**config.mk**
```make
export PLATFORM = sky130hd
export DESIGN_NAME = iter_shifter
export DESIGN_NICKNAME = d
export VERILOG_FILES = /design/src/rtl/shifter_pkg.sv /design/src/rtl/shift_stage.sv /design/src/rtl/iter_shifter.sv
export SDC_FILE = /design/constraint.sdc
export NUM_CORES = 1
export LEC_CHECK = 0
export CAP_MARGIN = 30
export CORE_UTILIZATION = 23
export CTS_BUF_LIST = sky130_fd_sc_hd__clkbuf_8 sky130_fd_sc_hd__clkbuf_16
export DETAILED_ROUTE_END_ITERATION = 7
export SLEW_MARGIN = 20
export SYNTH_ARGS = -nofsm -noshare
export SYNTH_HDL_FRONTEND = slang
export SYNTH_SLANG_ARGS = --single-unit
```
**constraint.sdc**
```tcl
create_clock -name clk -period 2.2 [get_ports clk]
set_input_delay 0.33 -clock clk [delete_from_list [all_inputs] [get_ports clk]]
set_output_delay 0.33 -clock clk [all_outputs]
set_load 0.02 [all_outputs]
```
**src/rtl/shifter_pkg.sv**
```systemverilog
// Shared mode encodings and FSM state type for the iterative shifter.
package shifter_pkg;

  localparam logic [1:0] MODE_SLL = 2'b00;
  localparam logic [1:0] MODE_SRL = 2'b01;
  localparam logic [1:0] MODE_SRA = 2'b10;
  localparam logic [1:0] MODE_ROL = 2'b11;

  typedef enum logic [1:0] {
    ST_IDLE  = 2'b00,
    ST_SHIFT = 2'b01,
    ST_DONE  = 2'b10
  } state_t;

endpackage

```
**src/rtl/shift_stage.sv**
```systemverilog
// Combinational single-step shifter: shifts data by k (k <= STEP) in the given mode.
// Rotate support is compiled in only when SHIFT_ROTATE_EN is defined.
module shift_stage
  import shifter_pkg::*;
#(
  parameter int unsigned WIDTH = 16,
  parameter int unsigned AMT_W = 5
) (
  input  logic [WIDTH-1:0] data,
  input  logic [AMT_W-1:0] k,
  input  logic [1:0]       mode,
  input  logic             sign,
  output logic [WIDTH-1:0] result
);

  localparam logic [AMT_W-1:0] WIDTH_A = AMT_W'(WIDTH);

  logic [WIDTH-1:0] hi_mask;

  // Mode-dependent shift; SRA fills the vacated MSBs with the captured sign
  always_comb begin
    hi_mask = ~({WIDTH{1'b1}} >> k);
    result  = data << k;
    case (mode)
      MODE_SRL: result = data >> k;
      MODE_SRA: result = (data >> k) | (hi_mask & {WIDTH{sign}});
`ifdef SHIFT_ROTATE_EN
      MODE_ROL: result = (data << k) | (data >> (WIDTH_A - k));
`endif
      default:  result = data << k;
    endcase
  end

endmodule

```
**src/rtl/iter_shifter.sv**
```systemverilog
// Multi-cycle shifter: shifts up to STEP bits per cycle under valid/ready handshakes.
// Optional feature: define SHIFT_ROTATE_EN to enable mode 11 as rotate-left;
// otherwise mode 11 behaves exactly as SLL.
module iter_shifter
  import shifter_pkg::*;
#(
  parameter int unsigned WIDTH = 16,
  parameter int unsigned STEP  = 4,
  parameter int unsigned AMT_W = 5
) (
  input  logic             clk,
  input  logic             rst_n,
  input  logic             in_valid,
  output logic             in_ready,
  input  logic [WIDTH-1:0] in_data,
  input  logic [AMT_W-1:0] in_amt,
  input  logic [1:0]       in_mode,
  output logic             out_valid,
  input  logic             out_ready,
  output logic [WIDTH-1:0] out_data
);

  localparam logic [AMT_W-1:0] WIDTH_A = AMT_W'(WIDTH);
  localparam logic [AMT_W-1:0] STEP_A  = AMT_W'(STEP);

  state_t           state_q, state_d;
  logic [WIDTH-1:0] data_q;
  logic [AMT_W-1:0] rem_q;
  logic [1:0]       mode_q;
  logic             sign_q;
  logic             clamp_q;
  logic             in_ready_d, out_valid_d;

  logic [1:0]       cap_mode;
  logic [AMT_W-1:0] cap_amt;
  logic             cap_clamp;
  logic [AMT_W-1:0] step_k;
  logic [AMT_W-1:0] rem_next;
  logic [WIDTH-1:0] stage_out;

  // Request decode: effective mode, effective amount and out-of-range clamp
  always_comb begin
    cap_mode  = in_mode;
    cap_amt   = in_amt;
    cap_clamp = 1'b0;
`ifdef SHIFT_ROTATE_EN
    if (in_mode == MODE_ROL) begin
      cap_amt = in_amt % WIDTH_A;
    end else if (in_amt >= WIDTH_A) begin
      cap_clamp = 1'b1;
    end
`else
    if (in_mode == MODE_ROL) begin
      cap_mode = MODE_SLL;
    end
    if (in_amt >= WIDTH_A) begin
      cap_clamp = 1'b1;
    end
`endif
  end

  // Per-cycle step size and remaining amount after this step
  always_comb begin
    step_k   = (rem_q > STEP_A) ? STEP_A : rem_q;
    rem_next = rem_q - step_k;
  end

  shift_stage #(
    .WIDTH (WIDTH),
    .AMT_W (AMT_W)
  ) u_stage (
    .data   (data_q),
    .k      (step_k),
    .mode   (mode_q),
    .sign   (sign_q),
    .result (stage_out)
  );

  // FSM state register
  always_ff @(posedge clk or negedge rst_n) begin
    if (!rst_n) begin
      state_q <= ST_IDLE;
    end else begin
      state_q <= state_d;
    end
  end

  // Next-state logic
  always_comb begin
    state_d = state_q;
    case (state_q)
      ST_IDLE: begin
        if (in_valid) begin
          state_d = (cap_amt == '0) ? ST_DONE : ST_SHIFT;
        end
      end
      ST_SHIFT: begin
        if (clamp_q || (rem_next == '0)) begin
          state_d = ST_DONE;
        end
      end
      ST_DONE: begin
        if (out_ready) begin
          state_d = ST_IDLE;
        end
      end
      default: state_d = ST_IDLE;
    endcase
  end

  // Handshake outputs decoded from the next state so they register with it
  always_comb begin
    in_ready_d  = 1'b0;
    out_valid_d = 1'b0;
    if (state_d == ST_IDLE) in_ready_d  = 1'b1;
    if (state_d == ST_DONE) out_valid_d = 1'b1;
  end

  // Registered handshake outputs
  always_ff @(posedge clk or negedge rst_n) begin
    if (!rst_n) begin
      in_ready  <= 1'b1;
      out_valid <= 1'b0;
    end else begin
      in_ready  <= in_ready_d;
      out_valid <= out_valid_d;
    end
  end

  // Datapath: capture on accept, iterate while shifting, hold in DONE
  always_ff @(posedge clk or negedge rst_n) begin
    if (!rst_n) begin
      data_q  <= '0;
      rem_q   <= '0;
      mode_q  <= MODE_SLL;
      sign_q  <= 1'b0;
      clamp_q <= 1'b0;
    end else begin
      case (state_q)
        ST_IDLE: begin
          if (in_valid) begin
            data_q  <= in_data;
            rem_q   <= cap_amt;
            mode_q  <= cap_mode;
            sign_q  <= in_data[WIDTH-1];
            clamp_q <= cap_clamp;
          end
        end
        ST_SHIFT: begin
          if (clamp_q) begin
            data_q <= (mode_q == MODE_SRA) ? {WIDTH{sign_q}} : '0;
            rem_q  <= '0;
          end else begin
            data_q <= stage_out;
            rem_q  <= rem_next;
          end
        end
        default: begin
        end
      endcase
    end
  end

  assign out_data = data_q;

endmodule

```
==> summary.md <==
For the arrival time reported for the critical path endpoint, the log shows 2280 ps. The post-synthesis average cell area came out at 8.65 um^2. Critical path's most frequent cell: nor2_1. Area overhead of the layout relative to synthesis: 28.6%.

Sequential elements use 25.8% of the synthesized area. The tools report the initial standard-cell utilization of the core as 23.6%. VDD sags by at most 0.416 mV.

The antenna violation net count after detailed routing was 0. The ratio of cells with drive above 1 in the final layout was 16.5%. For the worst-case clock skew, the log shows 4.29 ps. The total negative slack for setup checks was 0 ps. For the global-route usage over all layers, the log shows 15.4%.

The placed wire-length estimate after detailed placement was 6840 um. The post-CTS setup repair buffer count is 0, and the worst path setup slack after routing is 130 ps. The last weighted congestion value of the routability-driven placer was 0.865. On the worst path, the slowest cell contributes a delay of 530 ps. By area the synthesized netlist is led by dfrtp_1 (25%), mux4_2 (7.2%), a21oi_1 (6.2%).

The worst hold path belongs to the class in2async. Height of the chip: 113 um. The relative slew slack is 66.9%.

For the count of max-cap constraint violations, the log shows 0. The number of clock buffers added by TritonCTS is 5. For the instance count of the mapped netlist, the log shows 326. The max-slew violation count is 0.

In the routed layout, each cell is associated on average with a via count of 5.59. The count of placed standard cells including taps was 509; the hold buffer count at cts was 0. The slowest stage of the critical path is the dfrtp_1 cell. For this design the top-level I/O count stands at 45.

STA classifies the critical path startpoint as a register. The worst setup path is captured at a register. Final hold analysis gives a worst-case slack of 458 ps.

The number of sinks driven by the clock tree is 29, and the overall via count from detail_route is 2890. Static timing analysis puts the maximum clock frequency at 0.483 GHz. The later-pin clock latency in the skew report was 280 ps. Count of antenna diodes in the layout: 0.

After floorplanning, the core was divided into 40 placement rows. The required time of the critical path came out at 2410 ps. Setup repair after global routing left no endpoint under its margin. The count of distinct cell types in the synthesized netlist is 64. In the final design database the tool counted 400 nets. After layout, the worst path uses 94.1% of the clock period.

For the number of gates resized after CTS, the log shows 0. The completed layout was analyzed and its total power is 6.16 mW. CTS placed an instance of clkbuf_16 at the clock tree root. In this run the worst setup path begins at rem_q[4]. The tools report the hold violation count in the final report as 0. The first detailed-routing pass took 5 iterations.

The tools report the source of the worst register-to-register timing path as rem_q[4]. During synthesis, Yosys emitted a total of 0 warnings. The die area was 0.0127 mm^2; the wire length of the first global-routing pass was 15300 um. After the first detailed-routing iteration, the DRC count stood at 228. In this run the static leakage power is 1.36 nW. For the pin with the worst max-slew slack, the measured transition is 494 ps. Prior to clock tree synthesis, the placed netlist has a worst setup slack of 162 ps.

The count of endpoints failing setup in the final report came out at 0. For this run, the leading register cell type out of synthesis is dfrtp_1. In this run the horizontal extent of the chip is 113 um. After detailed routing, the number of remaining DRC violations is 0. The total standard cell area after synthesis is 0.00282 mm^2, and the number of nets in the synthesized netlist is 357. For this block, the routed nets add up to 9550 um of wire. The number of flops mapped to enable cells by yosys works out to 0. Traced cell by cell, the critical path runs through or3_4, nand2_1, ha_1, nor2_1, o21ai_1, a21oi_1, a221o_1, nor2_1.

TritonCTS built the clock tree. The run gives 0.0120 mm^2 as the total core area. The minimum clock period was 2070 ps; the worst-case clock buffer depth was 2.

In the synthesized netlist the async set-or-reset flop fraction comes to 100%. The H-tree was split into 2 levels. Summed over all instances, the cell type with the most area after synthesis is dfrtp_1. The per-cell routed wire length came out at 18.5 um. The flip-flop and latch count after synthesis works out to 29. Via count of the first global-routing pass: 2807.

The critical path start-end classification is reg2reg. The run finished with clean final reports. The areal power density over the cells is 1700 mW/mm^2, and the largest net degree at the start of global routing is 33. In this run the worst path has a maximum fanout of 8.

After global routing the overflow that remains totals 0. The top cell type by area accounts for 24.8% of the synthesized area. Input and output buffers added on the ports amount to 44. The clock transition at the registers of the reported paths is 60 ps, and the post-route non-filler standard cell count is 517.

Number of antenna violations at the first check in global routing: 0.
==> state kept, by name, summed over array words and instances, names as in the netlist <==
register / count
out_valid: 1
out_data: 16
state_q: 2
clamp_q: 1
sign_q: 1
rem_q: 5
mode_q: 2
in_ready: 1
==> final timing paths <==
path / cells after the start / slack (ps) / endpoint
setup / recovery: 8 / 130 / in_ready
hold / removal: 2 / 460 / out_data[13]
setup reg to reg: 8 / 130 / in_ready
hold reg to reg: 2 / 560 / sign_q
max in group asynchronous: 2 / 1410 / in_ready
min in group clk: 2 / 560 / sign_q
==> stage by stage <==
| step | cell area (um^2) | util [%] |
|---|---|---|
| floorplan | 2820 | - |
| global placement | 3470 | 29.0 |
| detailed placement | 3470 | 29.0 |
| CTS | 3630 | 30.3 |
| global route | 3630 | 30.3 |
| finish | 3630 | 30.3 |
==> kinds of logic (layout without fill, tap and decap cells) <==
group	count (synthesis)	in the layout	synth area share (%)
fa+ha+maj	4	4	1.77
flops	29	29	25.8
compound gates	119	119	29.8
other cells	2	2	0.266
mux	26	26	14.0
simple gates	106	106	20.6
xor+xnor	1	1	0.310
buf+inv	39	83	7.49
==> critical path, delay by kind of cell, from the launching register on <==
kind | cells | cell delay [ps]
and+or+nand+nor | 4 | 710
AOI/OAI and AO/OA | 3 | 500
adders and majority gates | 1 | 250
DFF | 1 | 530
==> cells in the mapped netlist, types with 3 or more instances <==
master / instances
a211o_1: 4
a211oi_1: 10
a21o_1: 3
a21oi_1: 35
a221o_1: 6
a221oi_1: 6
a221oi_2: 3
a311oi_1: 4
a31oi_1: 4
buf_2: 12
buf_4: 5
buf_6: 4
clkbuf_1: 7
dfrtp_1: 28
ha_1: 4
inv_1: 9
mux2_2: 4
mux2i_1: 12
mux4_2: 9
nand2_1: 36
nand2b_1: 5
nand3_1: 6
nor2_1: 33
o211ai_1: 3
o21ai_0: 13
o21ai_1: 6
o22a_1: 3
o22ai_1: 4
==> power by group <==
group | leakage (nW) | total (mW) | internal [mW] | switching [mW]
Clock | 0.0799 | 0.750 | 0.479 | 0.271
Sequential | 0.349 | 1.46 | 0.802 | 0.659
Combinational | 0.927 | 3.94 | 1.82 | 2.12
==> layout by cell type (no fill, tap or decap), types with 3 or more instances in the layout <==
cell and n:
o21ai_1 6, buf_4 19, o22a_1 3, mux4_2 9
nor2_1 33, nand2b_1 5, buf_12 3, o21ai_0 13
o22ai_1 4, o211ai_1 3, a221oi_1 6, a211o_1 4
a21o_1 3, a211oi_1 10, ha_1 4, dfrtp_1 28
mux2_2 4, clkdlybuf4s50_1 44, a311oi_1 4, nand2_1 36
a31oi_1 4, a221o_1 6, mux2i_1 12, a221oi_2 3
nand3_1 6, a21oi_1 35, inv_1 9, clkbuf_16 5
==> layer usage <==
metal	routed length, um	global-route usage (%)	share of wire, %
met5	0	0	0
met4	68	3.91	0.71
met3	887	3.70	9.3
met2	4520	24.9	47
met1	4080	20.5	43
==> area by class of cell <==
type	count	area, um^2
timing repair buffer	66	643
multi-input combinational	258	1880
sequential	29	727
inverter	9	33.8
clock buffer	7	153
fill	1293	8330
clock inverter	1	5.00
tap	147	184
No activity file was read; power rests on OpenSTA's default activity.
